<file path="src/rtl/adder_chk_pkg.sv">
// Shared types and reference model for the adder response checker.
// State encoding, default widths and the expected-sum function.
package adder_chk_pkg;

    localparam int WIDTH_DEF = 4;
    localparam int CNT_W_DEF = 16;

    typedef enum logic [1:0] {
        IDLE = 2'd0,
        RUN  = 2'd1,
        DONE = 2'd2
    } state_e;

    // Zero-extended sum, one bit wider than the operands.
    function automatic logic [WIDTH_DEF:0] exp_sum(
        input logic [WIDTH_DEF-1:0] a,
        input logic [WIDTH_DEF-1:0] b
    );
        return {1'b0, a} + {1'b0, b};
    endfunction

endpackage

</file>
<file path="src/rtl/adder_chk_stage.sv">
// Compare stage: registers one accepted (a,b,sum) and checks it.
// Ports: load_i/a_i/b_i/sum_i in; valid_o, pass_o/fail_o pulses, captured fields out.
module adder_chk_stage
    import adder_chk_pkg::*;
#(
    parameter int WIDTH = WIDTH_DEF
) (
    input  logic             clk,
    input  logic             rst,
    input  logic             load_i,
    input  logic [WIDTH-1:0] a_i,
    input  logic [WIDTH-1:0] b_i,
    input  logic [WIDTH:0]   sum_i,
    output logic             valid_o,
    output logic             pass_o,
    output logic             fail_o,
    output logic [WIDTH-1:0] a_o,
    output logic [WIDTH-1:0] b_o,
    output logic [WIDTH:0]   sum_o,
    output logic [WIDTH:0]   exp_o
);

    logic             valid_q;
    logic [WIDTH-1:0] a_q;
    logic [WIDTH-1:0] b_q;
    logic [WIDTH:0]   sum_q;

    always_ff @(posedge clk) begin
        if (rst) begin
            valid_q <= 1'b0;
            a_q     <= '0;
            b_q     <= '0;
            sum_q   <= '0;
        end else begin
            valid_q <= load_i;
            if (load_i) begin
                a_q   <= a_i;
                b_q   <= b_i;
                sum_q <= sum_i;
            end
        end
    end

    assign exp_o   = {1'b0, a_q} + {1'b0, b_q};
    assign valid_o = valid_q;
    assign pass_o  = valid_q && (sum_q == exp_o);
    assign fail_o  = valid_q && (sum_q != exp_o);
    assign a_o     = a_q;
    assign b_o     = b_q;
    assign sum_o   = sum_q;

endmodule

</file>
<file path="config.mk">
export PLATFORM = sky130hd
export DESIGN_NAME = adder_chk_stage
export DESIGN_NICKNAME = d
export VERILOG_FILES = /design/src/rtl/adder_chk_pkg.sv /design/src/rtl/adder_chk_stage.sv
export SDC_FILE = /design/constraint.sdc
export NUM_CORES = 1
export LEC_CHECK = 0
export BUFFER_PORTS_ARGS = -buffer_cell sky130_fd_sc_hd__buf_2
export CAP_MARGIN = 25
export CORE_MARGIN = 8
export CORE_UTILIZATION = 43
export CTS_CLUSTER_DIAMETER = 60
export CTS_CLUSTER_SIZE = 25
export DETAILED_ROUTE_END_ITERATION = 8
export PLACE_DENSITY_LB_ADDON = 0.05
export SLEW_MARGIN = 10
export SYNTH_ARGS = -nofsm -noshare
export SYNTH_HDL_FRONTEND = slang
export SYNTH_SLANG_ARGS = --single-unit
</file>
<file path="constraint.sdc">
create_clock -name clk -period 2.19 [get_ports clk]
set_input_delay 0.1095 -clock clk [delete_from_list [all_inputs] [get_ports clk]]
set_output_delay 0.1095 -clock clk [all_outputs]
set_load 0.02 [all_outputs]
</file>
Word level (Yosys, flattened, before mapping)

Cells that the tools add are included.

Bits in writable memories: 0
ROM bits: 0
Latch bits: 0
Register bits after elaboration: 14
Memories kept: 0

Order comparisons: 0
Equality and inequality tests: 2
Reduce and logical (&&, ||, !) cells: 2
Mux-type cells: 0
Divide/modulo/power cells: 0
Multipliers: 0
Shift-type cells: 0
$add $sub $neg: 1
Bitwise logic cells: 0

Operators with widths:

| cell                | number |
|---|---|
| $add A4 B4 Y5       | 1 |
| $eq A5 B5 Y1        | 1 |
| $ne A5 B5 Y1        | 1 |
| $logic_and A1 B1 Y1 | 2 |

Logic depth before layout (Yosys ltp)

Gate-level depths: netlist (run 1).

Word-level depth: 3
Gate-level depth with buffers: 7

Least setup slack after synthesis (run 1)

No wires, ideal clock.

Kind: register to output
Start: register b_q[0], in the netlist b_o[0]
End: output port pass_o
Stages on the path, launching flop included: 8
Data arrival time: 2,287 ps
Setup slack: -206 ps
Path through: dfxtp_1 > ha_1 > inv_1 > fa_1 > nand2b_1 > a21oi_1 > xor2_1 > nor4b_2

Longest elaborated chain between the ends: 3

Ends and longest elaborated chain:

| element                  | RTL line              | source |
|---|---|---|
| start: declaration       | adder_chk_stage.sv:25 | `logic [WIDTH-1:0] b_q;` |
| start signal: assignment | adder_chk_stage.sv:38 | `b_q <= b_i;` |
| $add A4 B4 Y5            | adder_chk_stage.sv:44 | `assign exp_o = {1'b0, a_q} + {1'b0, b_q};` |
| net exp_o[4]             | adder_chk_stage.sv:20 | `output logic [WIDTH:0] exp_o` |
| $eq A5 B5 Y1             | adder_chk_stage.sv:46 | `assign pass_o = valid_q && (sum_q == exp_o);` |
| $logic_and A1 B1 Y1      | adder_chk_stage.sv:46 |  |
| end: declaration         | adder_chk_stage.sv:15 | `output logic pass_o,` |

The timed path passes the listed nets, and every way through them passes these cells.

Final worst setup path (run 1)

Start: register a_q[0], in the netlist a_o[0]
End: output port fail_o

Longest elaborated chain between the ends: 3

Ends and longest elaborated chain:

| element                  | RTL line              | source |
|---|---|---|
| start: declaration       | adder_chk_stage.sv:24 | `logic [WIDTH-1:0] a_q;` |
| start signal: assignment | adder_chk_stage.sv:37 | `a_q <= a_i;` |
| $add A4 B4 Y5            | adder_chk_stage.sv:44 |  |
| $ne A5 B5 Y1             | adder_chk_stage.sv:47 | `assign fail_o = valid_q && (sum_q != exp_o);` |
| $logic_and A1 B1 Y1      | adder_chk_stage.sv:47 |  |
| end: declaration         | adder_chk_stage.sv:16 | `output logic fail_o,` |

Every way passes these cells.

==> impl_metrics.py, run 1 <==
metrics = {
    "run_status": {
        "status": "complete, but fails checks",
        "violations": "negative setup slack",
    },
    "global_routing": {
        "use_met3": 0.06292,
        "grt_max_degree": 15,
        "met1_usage": 0.1284,
        "antenna_found_initial": 0,
        "grt_pass1_wl_um": 3291,
        "grtUsageTotal": 0.1268,
        "overflow": 0,
        "met2_usage": 0.2288,
        "grt_pass1_vias": 735,
        "gr-max-usage-layer": "met2",
    },
    "timing": {
        "fin_crit_sh": 1.025,
        "slew_violations": 0,
        "setup_viol": 2,
        "min_period_ps": 2244,
        "finalWorstSetupSlack_ps": -53.78,
        "skew_ps": 0,
        "slew_headroom": 0.7260,
        "worstMarginPinSlew_ps": 411.0,
        "rsz0062_at_grt": "yes",
        "max_freq_mhz": 445.7,
        "finalHoldViolCount": 0,
    },
    "clock_tree": {
        "cts_tree": "built",
        "cts-root-buf": "clkbuf_4",
        "cts_buffers": 3,
        "cts.path.max_buffers": 2,
        "clk_pin_slew_ps": 80,
        "postCtsHoldBufs": 0,
        "cts_sinks": 14,
        "htree_levels": 1,
        "insertion_delay_ps": 270,
    },
    "route": {
        "drt-wirelength-per-cell_um": 14.09,
        "vias_per_cell": 4.922,
        "drc": 0,
        "vias": 635,
        "finalWirelength_um": 1818,
        "firstDrtPassIters": 4,
        "drtIter0Drc": 4,
        "final_antenna_net_count": 0,
    },
    "place": {
        "hpwl_um": 1366,
        "placed_area_um2": 913.4,
        "gp_congestion": 0.6783,
        "dpl_worst_slack_ps": 134.7,
        "port_buffers": 36,
    },
    "floorplan": {
        "ios": 37,
        "fp.coreArea_um2": 1524,
        "die_w_um": 56.58,
        "die-area_um2": 3201,
        "fp-row-count": 14,
        "start_util": 0.4647,
        "die_h_um": 56.58,
    },
    "final_layout": {
        "area_growth_pct": 47.17,
        "layout_commonest_cell": "buf_2",
        "n_antenna_cell": 0,
        "layout_common_cells": "buf_2, nor2_1, mux2i_1, dfxtp_1, buf_4",
        "drive_gt1_frac": 0.5133,
        "fin_util": 0.6839,
        "final_net_count": 135,
        "fin_area_um2": 1042,
    },
    "power": {
        "peakVddDrop_mv": 0.4101,
        "p_leak_nw": 0.5651,
        "p_per_area_nw_per_um2": 631.7,
    },
    "critical_path": {
        "end_kind": "output pin",
        "rrSetupSlack_ps": 1420,
        "path_max_fanout": 2,
        "crit_required_ps": 2080,
        "start_kind": "register",
        "critPathKind": "register to output pin",
        "timing.rr.end": "a_o[0]$_SDFFE_PP0P_",
        "worstReg2RegStart": "a_o[0]$_SDFFE_PP0P_",
        "worstRegToRegCells": 3,
        "arrival_ps": 2130,
    },
    "synth": {
        "synth.avg_cell_area_um2": 10.12,
        "synth_seq_cells": 14,
        "synthCells": 70,
        "ys_seq_area_frac": 0.3958,
        "yosys.cell_types.count": 19,
        "netlist_area_um2": 708.2,
        "syn_nets": 91,
        "ys_warn_count": 0,
    },
    "hold_path": {
        "hold_end": "a_o[2]$_SDFFE_PP0P_",
        "min-delay-path-class": "input port to register",
        "whs_path_depth": 3,
        "holdCritStartpoint": "a_i[2]",
    },
    "flow_run": {
        "cap_viol_max_count": 0,
    },
}
[final cells by class]
type                       count  area, um^2
multi-input combinational     48       449.2
fill                         125       481.7
inverter                       5       18.77
clock buffer                   4       36.28
timing repair buffer          42       234.0
tap                           16       20.02
sequential                    14       284.0
[worst max path at each step]
stage                        start      to  slack (ps)  cells after the start
3_3_place_gp   a_o[0]$_SDFFE_PP0P_  pass_o         200                      8
6_report       a_o[0]$_SDFFE_PP0P_  fail_o         -50                      8
3_5_place_dp   b_o[0]$_SDFFE_PP0P_  pass_o         130                      8
2_1_floorplan  b_o[0]$_SDFFE_PP0P_  fail_o          60                      7
4_1_cts        a_o[0]$_SDFFE_PP0P_  pass_o         -30                      7
5_1_grt        a_o[0]$_SDFFE_PP0P_  pass_o        -210                      8
[metal layers]
| metal | up-vias | routed length (um) | share of wire |
|---|---|---|---|
| met5 | - | 0 | 0 |
| met2 | 23 | 956 | 0.53 |
| met4 | 0 | 0 | 0 |
| li1 | 314 | - | - |
| met1 | 298 | 717 | 0.39 |
| met3 | 0 | 144 | 0.079 |
[state kept, by name, indices dropped and copies added, names as in the netlist]
signal   cells
sum_o        5
a_o          4
b_o          4
valid_o      1
[metrics by stage]
stage	hold slack (ps)	total power [mW]	TNS [ps]	cells
floorplan	181.1	0.4056	0	70
global placement	338.5	0.4555	0	119
detailed placement	351.4	0.4593	0	119
CTS	59.00	0.6630	-27.79	128
global route	69.85	0.7005	-411.0	129
finish	66.98	0.6584	-98.74	129
[critical path: stages, from the launching register on]
cell,delay [ps]
dfxtp_2,360
ha_4,140
inv_2,40
fa_2,360
xor2_2,170
xor2_1,210
nand3_2,130
o31a_1,320
buf_6,130
[cell families after synthesis]
family          share of synthesized area
compound gates                    0.04240
buf+inv                           0.04771
fa+ha+maj                         0.09894
xor+xnor                           0.1060
flops                              0.3958
mux                                0.1837
simple gates                       0.1254
[report_power, final]
part	internal, mW	switching (mW)	total [mW]	leakage [nW]
registers	0.270	0.0134	0.284	0.117
logic	0.0892	0.107	0.196	0.427
clock network	0.101	0.0776	0.179	0.0210
total	0.461	0.198	0.658	0.565
[Yosys cell counts]
library cell / instances / share of area
nand3_1: 1 / 0.0071
dfxtp_1: 14 / 0.40
mux2i_1: 13 / 0.18
nor2_1: 15 / 0.079
xnor2_1: 2 / 0.025
inv_1: 5 / 0.027
a21o_1: 1 / 0.011
nor4b_2: 1 / 0.021
xnor3_1: 1 / 0.032
a21oi_1: 1 / 0.0071
buf_4: 1 / 0.011
o31a_1: 1 / 0.012
a21oi_2: 1 / 0.012
nor2b_1: 1 / 0.0088
fa_1: 1 / 0.028
ha_1: 4 / 0.071
clkbuf_1: 2 / 0.011
nand2b_1: 1 / 0.0088
xor2_1: 4 / 0.049
[repair_timing]
| action | in CTS | in global routing |
|---|---|---|
| cloned | 0 | 0 |
| hold endpoints to repair | 0 | 0 |
| buffers inserted | 5 | 1 |
| resized for setup | 12 | 1 |
| pin swaps | 3 | 3 |
| setup endpoints to repair | 2 | 2 |
Note: power is estimated with default switching activity, not from simulation.
==> inputs of run 2 (changes only) <==
--- a/config.mk
+++ b/config.mk
@@ -13,6 +13,7 @@
 export CTS_CLUSTER_SIZE = 25
 export DETAILED_ROUTE_END_ITERATION = 8
 export PLACE_DENSITY_LB_ADDON = 0.05
+export RECOVER_POWER = 100
 export SLEW_MARGIN = 10
 export SYNTH_ARGS = -nofsm -noshare
 export SYNTH_HDL_FRONTEND = slang
==> run 2 against run 1 <==
Net effect: the run still ends with negative setup slack left; utilization fell by 0.82 points; sequential share of layout area rose by 0.33 points; non-clock buffer count unchanged; final cell count did not move; total power fell by 0.32%; design area is 1.2% lower; highest routed layer unchanged; largest cell class unchanged; wire length about the same; sequential power is essentially flat; die area unchanged; critical path depth stayed put; via count down 0.47%; count of clock-buffer cells in the layout did not move.
==> impl_metrics.py, run 2 (same netlist as run 1, synthesis figures left out) <==
metrics = {
    "floorplan": {
        "fp.coreArea_um2": 1524,
        "die-area_um2": 3201,
        "die_w_um": 56.58,
        "ios": 37,
        "die_h_um": 56.58,
        "start_util": 0.4647,
        "fp-row-count": 14,
    },
    "critical_path": {
        "worstRegToRegCells": 3,
        "slowest_delay_ps": 360,
        "end_kind": "output pin",
        "worstReg2RegStart": "a_o[0]$_SDFFE_PP0P_",
        "arrival_ps": 2130,
        "slowest_stage": "dfxtp_2",
        "critPathKind": "register to output pin",
        "path_max_fanout": 2,
        "start_kind": "register",
        "crit_required_ps": 2080,
        "rrSetupSlack_ps": 1420,
        "timing.rr.end": "a_o[0]$_SDFFE_PP0P_",
        "path_cells": "ha_4 -> inv_2 -> fa_2 -> xor2_2 -> xor2_1 -> nand3_2 -> o31a_1 -> buf_6",
    },
    "clock_tree": {
        "insertion_delay_ps": 270,
        "htree_levels": 1,
        "cts-root-buf": "clkbuf_4",
        "cts.path.max_buffers": 2,
        "cts_sinks": 14,
        "cts_tree": "built",
        "postCtsHoldBufs": 0,
        "cts_buffers": 3,
        "clk_pin_slew_ps": 80,
    },
    "timing": {
        "rsz0062_at_grt": "yes",
        "setup_viol": 2,
        "max_freq_mhz": 446.4,
        "fin_crit_sh": 1.023,
        "min_period_ps": 2240,
        "slew_violations": 0,
        "fin_tns_setup_ps": -90.40,
        "finalWorstSetupSlack_ps": -50.09,
        "slew_headroom": 0.3480,
        "skew_ps": 0,
        "finalHoldViolCount": 0,
        "worstMarginPinSlew_ps": 978.1,
    },
    "global_routing": {
        "grt_pass1_vias": 735,
        "gr-max-usage-layer": "met2",
        "met2_usage": 0.2288,
        "antenna_found_initial": 0,
        "grt_max_degree": 15,
        "overflow": 0,
        "grtUsageTotal": 0.1268,
        "grt_pass1_wl_um": 3291,
        "use_met3": 0.06292,
        "met1_usage": 0.1284,
    },
    "route": {
        "drt-wirelength-per-cell_um": 14.10,
        "drtIter0Drc": 5,
        "firstDrtPassIters": 2,
        "vias": 632,
        "drc": 0,
        "final_antenna_net_count": 0,
        "finalWirelength_um": 1819,
        "vias_per_cell": 4.899,
    },
    "final_layout": {
        "layout_common_cells": "buf_2, nor2_1, mux2i_1, dfxtp_1, clkbuf_1",
        "multiInputGateArea_um2": 449.2,
        "layout_commonest_cell": "buf_2",
        "largest_reg_flops": 5,
        "fin_util": 0.6757,
        "n_fill_cell": 130,
        "area_growth_pct": 45.41,
        "drive_gt1_frac": 0.4248,
        "register_area_um2": 284.0,
        "final_net_count": 135,
        "n_antenna_cell": 0,
    },
    "power": {
        "p_leak_nw": 0.5276,
        "p_per_area_nw_per_um2": 637.3,
        "peakVddDrop_mv": 0.4102,
    },
    "hold_path": {
        "holdCritStartpoint": "a_i[2]",
        "hold_end": "a_o[2]$_SDFFE_PP0P_",
        "whs_path_depth": 3,
        "min-delay-path-class": "input port to register",
    },
    "run_status": {
        "violations": "negative setup slack",
        "status": "complete, but fails checks",
    },
    "place": {
        "port_buffers": 36,
        "hpwl_um": 1366,
        "gp_congestion": 0.6783,
    },
    "flow_run": {
        "cap_viol_max_count": 0,
    },
}
## run 2: changes by cell type in the layout (fill, tap and decap cells not counted), sizes merged
cell	change
buf	-10
clkbuf	+10
## run 2: stage by stage
stage | hold slack (ps) | area [um^2] | setup WS (ps) | cells | total power, mW
finish | 67.10 | 1030 | -50.09 | 129 | 0.6563
global placement | 338.5 | 913.4 | 195.4 | 119 | 0.4555
CTS | 59.00 | 1033 | -27.79 | 128 | 0.6630
global route | 70.66 | 1030 | -211.1 | 129 | 0.6986
floorplan | 181.1 | 728.2 | 55.82 | 70 | 0.4056
detailed placement | 351.4 | 913.4 | 134.7 | 119 | 0.4593
## run 2: worst max-delay path by stage
stage | startpoint | end | slack [ps] | depth (start not counted)
3_5_place_dp | b_o[0]$_SDFFE_PP0P_ | pass_o | 130 | 8
3_3_place_gp | a_o[0]$_SDFFE_PP0P_ | pass_o | 200 | 8
2_1_floorplan | b_o[0]$_SDFFE_PP0P_ | fail_o | 60 | 7
6_report | a_o[0]$_SDFFE_PP0P_ | fail_o | -50 | 8
5_1_grt | a_o[0]$_SDFFE_PP0P_ | pass_o | -210 | 8
4_1_cts | a_o[0]$_SDFFE_PP0P_ | pass_o | -30 | 7
## run 2: final cells by class
cell class	instances	area share
Clock buffer	4	0.03524
Timing Repair Buffer	42	0.2151
Multi-Input combinational cell	48	0.4362
Tap cell	16	0.01944
Inverter	5	0.01823
Sequential cell	14	0.2758
## run 2: per-layer routing
metal	up-vias	part of all wire
met5	-	0
met4	0	0
met3	0	0.073
met2	21	0.52
met1	298	0.40
li1	313	-
## run 2: timing repair
action / in CTS / in global routing
setup endpoints to repair: 2 / 2
setup buffers: 5 / 1
gates resized for setup: 12 / 1
pin swaps: 3 / 3
## run 2: report_power, final
group | total, mW | internal [mW] | leakage (nW) | switching [mW]
clock | 0.179 | 0.101 | 0.0210 | 0.0780
combinational | 0.193 | 0.0868 | 0.390 | 0.106
sequential | 0.284 | 0.270 | 0.117 | 0.0138
total | 0.656 | 0.458 | 0.528 | 0.198
## run 2: worst max-delay path, delay by kind of cell, from the launching register on
family	cells	cell delay, ps
flops	1	360
xor+xnor	2	380
compound gates	1	320
simple gates	1	120
fa+ha+maj	2	500
buf+inv	2	170
==> inputs of run 3 (changes only) <==
--- a/config.mk
+++ b/config.mk
@@ -8,11 +8,11 @@
 export BUFFER_PORTS_ARGS = -buffer_cell sky130_fd_sc_hd__buf_2
 export CAP_MARGIN = 25
 export CORE_MARGIN = 8
-export CORE_UTILIZATION = 43
+export CORE_UTILIZATION = 30
 export CTS_CLUSTER_DIAMETER = 60
 export CTS_CLUSTER_SIZE = 25
 export DETAILED_ROUTE_END_ITERATION = 8
-export PLACE_DENSITY_LB_ADDON = 0.05
+export PLACE_DENSITY = 0.62
 export RECOVER_POWER = 100
 export SLEW_MARGIN = 10
 export SYNTH_ARGS = -nofsm -noshare
==> run 3 against run 2 <==
Net effect: the run still ends with negative setup slack left; first-iteration DRC count rose by 60%; clock power rose by 3%; register-to-register slack is essentially flat; wire length fell by 4.3%; design area grew 1.7%.
==> impl_metrics.py, run 3 (same netlist as run 1, synthesis figures left out) <==
metrics = {
    "run_status": {
        "status": "complete, but fails checks",
        "violations": "negative setup slack",
    },
    "clock_tree": {
        "htree_levels": 1,
        "cts_tree": "built",
        "cts-root-buf": "clkbuf_4",
        "cts_buffers": 3,
        "insertion_delay_ps": 280,
        "clk_pin_slew_ps": 90,
        "cts_sinks": 14,
        "cts.path.max_buffers": 2,
        "postCtsHoldBufs": 0,
    },
    "floorplan": {
        "die_h_um": 64.59,
        "ios": 37,
        "fp-row-count": 17,
        "die_w_um": 64.59,
        "start_util": 0.3171,
        "die-area_um2": 4171,
        "fp.coreArea_um2": 2233,
    },
    "timing": {
        "fin_crit_sh": 1.006,
        "fin_tns_setup_ps": -15.03,
        "slew_headroom": 0.3729,
        "min_period_ps": 2202,
        "worstMarginPinSlew_ps": 940.7,
        "slew_violations": 0,
        "skew_ps": 0,
        "finalHoldViolCount": 0,
        "max_freq_mhz": 454.0,
        "finalWorstSetupSlack_ps": -12.47,
        "setup_viol": 2,
        "rsz0062_at_grt": "yes",
    },
    "route": {
        "finalWirelength_um": 1741,
        "drtIter0Drc": 8,
        "vias": 615,
        "final_antenna_net_count": 0,
        "drt-wirelength-per-cell_um": 12.44,
        "vias_per_cell": 4.393,
        "firstDrtPassIters": 4,
        "drc": 0,
    },
    "final_layout": {
        "largest_reg_flops": 5,
        "fin_area_um2": 1047,
        "layout_common_cells": "buf_2, nor2_1, mux2i_1, clkbuf_1, dfxtp_1",
        "drive_gt1_frac": 0.4018,
        "area_growth_pct": 47.88,
        "final_net_count": 134,
        "final_cells": 140,
        "layout_commonest_cell": "buf_2",
        "n_antenna_cell": 0,
    },
    "power": {
        "p_total_uw": 664.2,
        "p_leak_nw": 0.5214,
        "p_per_area_nw_per_um2": 634.2,
        "peakVddDrop_mv": 0.3512,
    },
    "critical_path": {
        "end_kind": "output pin",
        "critPathKind": "register to output pin",
        "rrSetupSlack_ps": 1430,
        "crit_required_ps": 2080,
        "start_kind": "register",
        "timing.rr.end": "a_o[0]$_SDFFE_PP0P_",
        "worstReg2RegStart": "a_o[0]$_SDFFE_PP0P_",
        "worstRegToRegCells": 3,
        "arrival_ps": 2090,
        "path_max_fanout": 2,
    },
    "global_routing": {
        "grt_max_degree": 15,
        "antenna_found_initial": 0,
        "grtUsageTotal": 0.08668,
        "grt_pass1_vias": 678,
        "overflow": 0,
        "grt_pass1_wl_um": 2939,
    },
    "place": {
        "dp_cells": 131,
        "hpwl_um": 1358,
        "gp_congestion": 0.7280,
        "placed_area_um2": 928.4,
        "port_buffers": 36,
    },
    "hold_path": {
        "min-delay-path-class": "input port to register",
        "hold_end": "b_o[1]$_SDFFE_PP0P_",
        "whs_path_depth": 3,
        "holdCritStartpoint": "b_i[1]",
    },
    "flow_run": {
        "cap_viol_max_count": 0,
    },
}
-- run 3: changes by cell type in the layout (fill, tap and decap cells not counted) --
cell / delta
clkbuf_1: +3
xor2_1: -1
dfxtp_1: +1
xor2_2: +1
nand2b_4: +1
dfxtp_2: -1
buf_2: -3
nand2b_1: -1
buf_4: -1
-- run 3: repair_timing --
item,in CTS,in global routing
setup buffers,4,1
gates resized for setup,13,1
pin swaps,6,4
setup endpoints to repair,2,2
-- run 3: metrics by stage --
step           utilization  hold slack [ps]  worst slack, ps
2_1_floorplan            -            181.1            55.82
3_3_place_gp        0.4157            342.6            186.1
3_5_place_dp        0.4157            351.8            104.5
4_1_cts             0.4695            56.60           -26.75
5_1_grt             0.4689            63.28           -105.5
6_report            0.4689            61.27           -12.47
-- run 3: critical path: stages, from the launching register on --
cell and delay (ps):
dfxtp_2 360, ha_4 140, inv_2 30, fa_2 350, xor2_2 190, xor2_1 190, nand3_2 130, o31a_1 280
buf_6 130
-- run 3: how the worst max path moves through the flow --
stage	cells after the start	to	slack [ps]	startpoint
6_report	8	fail_o	-10	b_o[0]$_SDFFE_PP0P_
5_1_grt	8	pass_o	-110	b_o[0]$_SDFFE_PP0P_
4_1_cts	8	fail_o	-30	b_o[0]$_SDFFE_PP0P_
3_5_place_dp	8	pass_o	100	a_o[0]$_SDFFE_PP0P_
3_3_place_gp	8	fail_o	190	a_o[0]$_SDFFE_PP0P_
2_1_floorplan	7	fail_o	60	b_o[0]$_SDFFE_PP0P_
-- run 3: layout make-up --
type / count / area [um^2]
clock buffers: 4 / 36.28
flip-flops and latches: 14 / 282.8
fillers: 217 / 1186
multi-input cells: 48 / 464.2
repair buffers: 41 / 210.2
inverters: 5 / 18.77
well taps: 28 / 35.03
-- run 3: per-layer routing --
metal | up-vias | wire (um) | track usage
li1 | 314 | - | -
met2 | 25 | 819 | 0.1379
met1 | 274 | 726 | 0.09761
met5 | - | 0 | 0
met4 | 0 | 10 | 0.02452
met3 | 2 | 184 | 0.04811
-- run 3: power breakdown --
part / switching [mW] / total [mW] / internal (mW)
Sequential: 0.0138 / 0.284 / 0.270
Combinational: 0.108 / 0.195 / 0.0868
Clock: 0.0839 / 0.185 / 0.101
